--- config.mk ---
export PLATFORM = sky130hd
export DESIGN_NAME = rca_seg_display
export DESIGN_NICKNAME = d
export VERILOG_FILES = /design/src/rtl/rca_pkg.sv /design/src/rtl/hex_to_seg7.sv /design/src/rtl/rca_seg_display.sv
export SDC_FILE = /design/constraint.sdc
export NUM_CORES = 1
export LEC_CHECK = 0
export CAP_MARGIN = 0
export CORE_MARGIN = 3
export CORE_UTILIZATION = 35
export DETAILED_ROUTE_END_ITERATION = 8
export PLACE_DENSITY = 0.6
export SYNTH_ARGS = -nofsm -noshare
export SYNTH_HDL_FRONTEND = slang
export SYNTH_SLANG_ARGS = --single-unit
--- constraint.sdc ---
create_clock -name clk -period 2.4 [get_ports clk]
set_input_delay 0.36 -clock clk [delete_from_list [all_inputs] [get_ports clk]]
set_output_delay 0.36 -clock clk [all_outputs]
set_load 0.02 [all_outputs]
--- src/rtl/rca_pkg.sv ---
// rtl/rca_pkg.sv - shared constants for the adder seven-segment display
package rca_pkg;

  // Digit slot assignments, scanned in index order 0..3
  localparam logic [1:0] DIG_SUM  = 2'd0;
  localparam logic [1:0] DIG_COUT = 2'd1;
  localparam logic [1:0] DIG_B    = 2'd2;
  localparam logic [1:0] DIG_A    = 2'd3;

  // All cathodes off (active-low)
  localparam logic [6:0] SEG_BLANK = 7'b1111111;

  // Hex digit to cathode pattern {g,f,e,d,c,b,a}, active-low
  localparam logic [6:0] SEG_TABLE [16] = '{
    7'b1000000,  // 0
    7'b1111001,  // 1
    7'b0100100,  // 2
    7'b0110000,  // 3
    7'b0011001,  // 4
    7'b0010010,  // 5
    7'b0000010,  // 6
    7'b1111000,  // 7
    7'b0000000,  // 8
    7'b0010000,  // 9
    7'b0001000,  // A
    7'b0000011,  // b
    7'b1000110,  // C
    7'b0100001,  // d
    7'b0000110,  // E
    7'b0001110   // F
  };

endpackage

--- src/rtl/hex_to_seg7.sv ---
// rtl/hex_to_seg7.sv - combinational hex digit to active-low seven-segment decoder
module hex_to_seg7
  import rca_pkg::*;
(
  input  logic [3:0] hex_i,
  output logic [6:0] seg_o
);

  assign seg_o = SEG_TABLE[hex_i];

endmodule

--- src/rtl/rca_seg_display.sv ---
// rtl/rca_seg_display.sv - multiplexed 4-digit display of adder A, B, carry and SUM (optional operand latching: RCA_SEG_LATCH_EN)
module rca_seg_display
  import rca_pkg::*;
#(
  parameter int REFRESH_DIV = 100000
) (
  input  logic       clk,
  input  logic       rst,
  input  logic [3:0] a_i,
  input  logic [3:0] b_i,
  input  logic [3:0] sum_i,
  input  logic       cout_i,
  input  logic       load_i,
  output logic [6:0] seg_o,
  output logic       dp_o,
  output logic [3:0] an_o
);

  localparam int CW = (REFRESH_DIV > 2) ? $clog2(REFRESH_DIV) : 1;

  logic [CW-1:0] cnt_q, cnt_d;
  logic [1:0]    idx_q, idx_d;
  logic          tick;

  logic [3:0]    a_v, b_v, sum_v;
  logic          cout_v;
  logic [3:0]    hex_sel;
  logic [6:0]    seg_dec;

  logic [6:0]    seg_q;
  logic          dp_q, dp_d;
  logic [3:0]    an_q, an_d;

  assign tick = (cnt_q == CW'(REFRESH_DIV - 1));

`ifdef RCA_SEG_LATCH_EN
  logic [3:0] a_q, b_q, sum_q;
  logic       cout_q;

  // Capture operands on load; the view bypasses the hold so a capture lands in the same output update
  always_ff @(posedge clk) begin
    if (rst) begin
      a_q    <= 4'd0;
      b_q    <= 4'd0;
      sum_q  <= 4'd0;
      cout_q <= 1'b0;
    end else if (load_i) begin
      a_q    <= a_i;
      b_q    <= b_i;
      sum_q  <= sum_i;
      cout_q <= cout_i;
    end
  end

  assign a_v    = load_i ? a_i    : a_q;
  assign b_v    = load_i ? b_i    : b_q;
  assign sum_v  = load_i ? sum_i  : sum_q;
  assign cout_v = load_i ? cout_i : cout_q;
`else
  logic unused_load;
  assign unused_load = load_i;

  assign a_v    = a_i;
  assign b_v    = b_i;
  assign sum_v  = sum_i;
  assign cout_v = cout_i;
`endif

  // Prescaler and digit index next state; index advances on the last clock of each slot
  always_comb begin
    cnt_d = tick ? '0 : cnt_q + CW'(1);
    idx_d = tick ? idx_q + 2'd1 : idx_q;
  end

  // Select the hex value for the digit currently indexed
  always_comb begin
    hex_sel = 4'd0;
    case (idx_q)
      DIG_SUM:  hex_sel = sum_v;
      DIG_COUT: hex_sel = {3'b000, cout_v};
      DIG_B:    hex_sel = b_v;
      default:  hex_sel = a_v;
    endcase
  end

  hex_to_seg7 u_dec (
    .hex_i (hex_sel),
    .seg_o (seg_dec)
  );

  // Anode and decimal point for the indexed digit; dp flags a carry on the SUM digit
  always_comb begin
    an_d = ~(4'b0001 << idx_q);
    dp_d = ~((idx_q == DIG_SUM) && cout_v);
  end

  // State and output registers; outputs trail the index by one clock and blank in reset
  always_ff @(posedge clk) begin
    if (rst) begin
      cnt_q <= '0;
      idx_q <= DIG_SUM;
      seg_q <= SEG_BLANK;
      dp_q  <= 1'b1;
      an_q  <= 4'b1111;
    end else begin
      cnt_q <= cnt_d;
      idx_q <= idx_d;
      seg_q <= seg_dec;
      dp_q  <= dp_d;
      an_q  <= an_d;
    end
  end

  assign seg_o = seg_q;
  assign dp_o  = dp_q;
  assign an_o  = an_q;

endmodule

# Word level (Yosys, flattened, before mapping)
# Memory sizes are Yosys's and may differ from the RTL's. A register that Yosys moved wholly into a read port is not among the register bits.
# Cells that the tools add are included.
[word_totals] register_bits=24 romBits=112 output_inout_bits=12 memories=1 elab_cells=18
[op_classes] muxes=1 n_bitwise=3 shifts=1 addsub=2 eq_ne=3 n_reduce_logical=3
[mem_list] memory="(name not given)" depth=16 width=7 rd=1 rd_clocked_by_memory_dff=1 write_ports=0 line_no="hex_to_seg7.sv:9" rtl="assign seg_o = SEG_TABLE[hex_i];"
[ops] cell="adder 17 x 1 -> 17 bit, second input constant" count=1
[ops] cell="== test 17 bit, second input constant" count=1
[ops] cell="case mux 4 bit (3 select lines)" count=1
[ops] cell="inverter 4 -> 5 bit" count=1
[ops] cell="inverter 4 bit" count=1
[ops] cell="<< shifter 1 x 2 -> 4 bit, first input constant" count=1
[ops] cell="adder 2 x 1 -> 2 bit, second input constant" count=1
[ops] cell="== test 2 x 1 -> 1 bit, second input constant" count=1
[ops] cell="== test 2 bit, second input constant" count=1
[ops] cell="zero test 2 bit" count=1
[ops] cell="OR reduction 2 bit" count=1
[ops] cell="logical AND 1 bit" count=1
[ops] cell="inverter 1 bit" count=1

# Longest topological paths before layout
[depth] depth_word=3 depth_mapped=8

# Modules after synthesis
# Synthesis repeated with hierarchy kept, for this count alone.
[hier_totals] cells_unflattened=170 area_unflattened_um2=1611.5
[by_module_without_submodules] mod="rca_seg_display" cells_each=138 area_each_um2=1336.3 n_inst=1
[by_module_without_submodules] mod="hex_to_seg7" cells_each=32 area_each_um2=275.3 n_inst=1

# Worst setup path after synthesis
# OpenSTA, ideal clock, no wires.
[synth_timing] kind="register -> register" from="register idx_q[0]" to="register seg_q[0], in the netlist seg_o[0]" setup_slack_ns=0.435 required_ns=2.271 setup_ns=0.129 arrival_ns=1.837 path_stages_with_launch=9 path_cell_list="dfxtp_1 > inv_1 > ha_1 > a222oi_1 > mux2_2 > inv_1 > ha_1 > nor4_1 > a211oi_1"
[synth_between] elab_chain_len=3
[synth_lines] element="from (decl)" line_no="rca_seg_display.sv:22" rtl="logic [1:0] idx_q, idx_d;"
[synth_lines] element="from (signal assigned)" line_no="rca_seg_display.sv:107" rtl="idx_q <= idx_d;"
[synth_lines] element="== test 2 bit, or another cell as far along" line_no="rca_seg_display.sv:78" rtl="case (idx_q)"
[synth_lines] element="case mux 4 bit (3 select lines) *" line_no="rca_seg_display.sv:78"
[synth_lines] element="inverter 4 -> 5 bit (not written as such) *" line_no="hex_to_seg7.sv:9"
[synth_lines] element="to (decl)" line_no="rca_seg_display.sv:30" rtl="logic [6:0] seg_q;"
# Every way passes the cells marked *; elsewhere a longest branch is shown, timed or not.
# A chain may end at the register's enable or synchronous reset.

# Final worst setup path
# Same ends and word-level chain as after synthesis.

==> summary.md <==
| Metric | Value |
|---|---|
| Outcome | `completed` |
| TritonCTS Buffers | `5` |
| Logic pwr share | `0.126` |
| Tmin final | `2166 ps` |
| Crit path depth | `8` |
| Clock skew | `4.218 ps` |
| Die X | `72.80 um` |
| Main flop type after synthesis | `dfxtp_1` |
| Global-route usage over all layers | `0.1281` |
| Final worst-path cycle share | `0.9025` |
| Post-route cell area | `0.001932 mm^2` |
| Clock Path Buffers | `2` |
| DR vias/cell | `between 5 and 6` |
| Cell family with most CP delay | `adder cells` |
| Highest Signal Layer | `met4` |
| Syn Area/Cell | `9.759 um^2` |
| PortBufs | `26` |
| Endpoints failing hold | `0` |
| Antenna diodes | `0` |
| Final net count | `~220` |
| Net switching power | `approximately 0.00026 W` |
| Ys Warns | `0` |
| Post-synth net total | `roughly 190` |
| DRT Pass-1 Iters | `4` |
| Placed insts | `between 200 and 250` |
| Slowest-stage cell, CP | `dfxtp_1` |
| Max transition margin | `0.5440` |
| CTS sink cnt | `31` |
| Initial antenna violation count | `0` |
| CTS tree | `built` |
| Most common cell in the netlist | `dfxtp_1` |
| Power density cells | `551.7 mW/mm^2` |
| Number of distinct library cells after synthesis | `40` |
| Post-synth EDFFs | `0` |
| Synth area leader | `dfxtp_1` |
| Hold Crit Class | `reg -> reg` |
| Ratio of cells with drive above 1 in the final layout | `0.08995` |
| I/O pins | `28` |
| Slew @ Worst Pin | `683.9 ps` |
| Fmax | `roughly 0.46 GHz` |
| Critical Path AT | `2330 ps` |
| Synth top area cells | `dfxtp_1 40%, ha_1 9.6%, xor2_1 6.7%` |
| Vias in the first global route | `approximately 1200` |
| Largest net degree at the start of global routing | `16` |
| Reg2reg path depth | `8` |
| WL/cell | `13.23 um` |
| Starting density of the core | `0.3768` |
| Share of the synthesized area in the top cell type | `0.3974` |
| Post-layout worst setup margin | `between 200 and 250 ps` |
| Slew Viols, Final | `0` |
| Sw Ratio | `0.2463` |
| CP Cell Sequence | `inv_1 -> ha_1 -> a222oi_1 -> mux2_4 -> inv_1 -> ha_1 -> nor4_1 -> a211oi_1` |
| Die ar. | `0.005299 mm^2` |
| Die Height | `72.80 um` |
| Clock power share | `0.368` |
| Fin cells | `239` |
| CTS clk-pin slew, worst paths | `70 ps` |
| Setup bufs post-CTS | `0` |
| #FFs+latches synth | `31` |
| Top cells by count, synth | `31 x dfxtp_1, 21 x nor2_1, 12 x ha_1, 12 x xor2_1, 9 x inv_1` |
| Leak | `between 0.7 and 0.8 nW` |
| DRT met1 WL | `1404 um` |
| Crit end category | `register` |
| DR WL met2 | `1513 um` |
| Endpoints failing setup | `0` |
| Final wirelength | `3161 um` |
| RSZ-0062 raised after global routing | `false` |
| Core area | `around 0.0041 mm^2` |
| Worst-Skew Late Latency | `280 ps` |
| Async set-reset flop share out of synthesis | `0` |
| Seq/Total Area, Yosys | `0.3974` |
| H-tree Lvls | `2` |
| Vias | `1245` |
| Global-route wire length before repair | `5333 um` |
| VDD IR-drop max | `0.2249 mV` |
| Row count | `23` |
| Cell count after synthesis | `160` |
| Mapped cell area | `about 0.0016 mm^2` |
| CP max FO | `7` |
| Max-Cap Viols | `0` |
| Area growth from synthesis to layout | `23.72%` |
| Layout Utilization | `0.4662` |
| Pint | `~0.0008 W` |
| Worst Setup Start Kind | `register` |
| Post-route ant nets | `0` |
| 1st-iter DRT viols | `37` |
| Crit path kind | `reg -> reg` |
| Final GP Congestion | `0.8326` |
| Met3 routed wirelength | `200 um` |
| Worst path max stage delay | `roughly 380 ps` |
| Setup TNS | `0 ps` |
| Flop pwr share | `0.505` |
| Hold depth | `1` |
| Pre-CTS WS | `137.2 ps` |
| Total congestion overflow | `0` |
| # DRC | `0` |
| Placed Area | `0.001847 mm^2` |
| Critical Path RT | `2560 ps` |
| Crit path buffers/inverters | `2` |
| Clock root cell | `clkbuf_8` |
| HPWL after DPL | `2285 um` |
[area by class of cell]
class | count | area (um^2)
multi-input cells | 114 | 865.8
clock inverters | 1 | 5.005
repair buffers | 27 | 267.8
fillers | 407 | 2212
inverters | 9 | 33.78
flip-flops and latches | 31 | 620.6
well taps | 50 | 62.56
clock buffers | 7 | 76.32
[sequential cells by signal (all words and copies together), names as in the netlist]
name	cells
an_o	4
seg_o	7
dp_o	1
idx_q	2
cnt_q	17
[final timing paths]
| path | slack [ps] | end | from |
|---|---|---|---|
| max | 230 | seg_o[0]$_SDFF_PP1_ | idx_q[0]$_SDFFE_PP0N_ |
| min | 470 | cnt_q[0]$_SDFF_PP0_ | cnt_q[0]$_SDFF_PP0_ |
| max reg2reg | 230 | seg_o[0]$_SDFF_PP1_ | idx_q[0]$_SDFFE_PP0N_ |
| min reg2reg | 470 | cnt_q[0]$_SDFF_PP0_ | cnt_q[0]$_SDFF_PP0_ |
[placed cells by master (no fill, tap or decap), drive strengths merged]
master / n
a211oi: 1
a21oi: 2
a221o: 3
a222oi: 1
a22oi: 2
a31oi: 4
and2: 1
and4: 4
and4bb: 1
buf: 1
clkbuf: 7
clkdlybuf4s50: 26
clkinv: 1
dfxtp: 31
ha: 12
inv: 9
mux2: 1
mux2i: 7
nand2: 4
nand2b: 5
nand3: 5
nand3b: 1
nand4: 8
nor2: 21
nor4: 1
nor4b: 2
nor4bb: 1
o21a: 2
o21ai: 7
o31ai: 1
or3: 2
xnor2: 3
xor2: 12
[logic make-up (layout without fill, tap and decap cells)]
| family | after synthesis | in the layout | synth area share |
|---|---|---|---|
| AOI/OAI and AO/OA | 23 | 23 | 0.1114 |
| xor gates and xnor gates | 15 | 15 | 0.08414 |
| adders and majority gates | 12 | 12 | 0.09615 |
| buffers and inverters | 15 | 44 | 0.05048 |
| DFF | 31 | 31 | 0.3974 |
| muxes | 8 | 8 | 0.05208 |
| and+or+nand+nor | 56 | 56 | 0.2083 |
[per-layer routing]
| layer | track usage | vias up |
|---|---|---|
| met1 | 0.1519 | 576 |
| met3 | 0.04683 | 6 |
| met4 | 0.04303 | 0 |
| met5 | 0 | - |
| met2 | 0.2134 | 42 |
| li1 | - | 621 |
[power by group through the flow]
stage                logic, W  registers [W]  clock network (W)
floorplan           0.0000587       0.000565                  0
global placement     0.000130       0.000549                  0
detailed placement   0.000134       0.000550                  0
CTS                  0.000135       0.000539           0.000405
global route         0.000145       0.000540           0.000427
finish               0.000135       0.000538           0.000393
[metrics by stage]
stage | total power (W) | hold WS (ps)
3_5_place_dp | 0.0006840 | 450.5
6_report | 0.001066 | 468.9
5_1_grt | 0.001113 | 495.4
3_3_place_gp | 0.0006797 | 440.2
2_1_floorplan | 0.0006234 | 426.0
4_1_cts | 0.001079 | 465.3
[what timing repair did]
item / CTS / global route
resized for setup: 0 / 1
hold buffers: 0 / 0
endpoints found under the setup margin: 0 / 1
endpoints found under the hold margin: 0 / 0
Power figures use the tool's default switching activity.
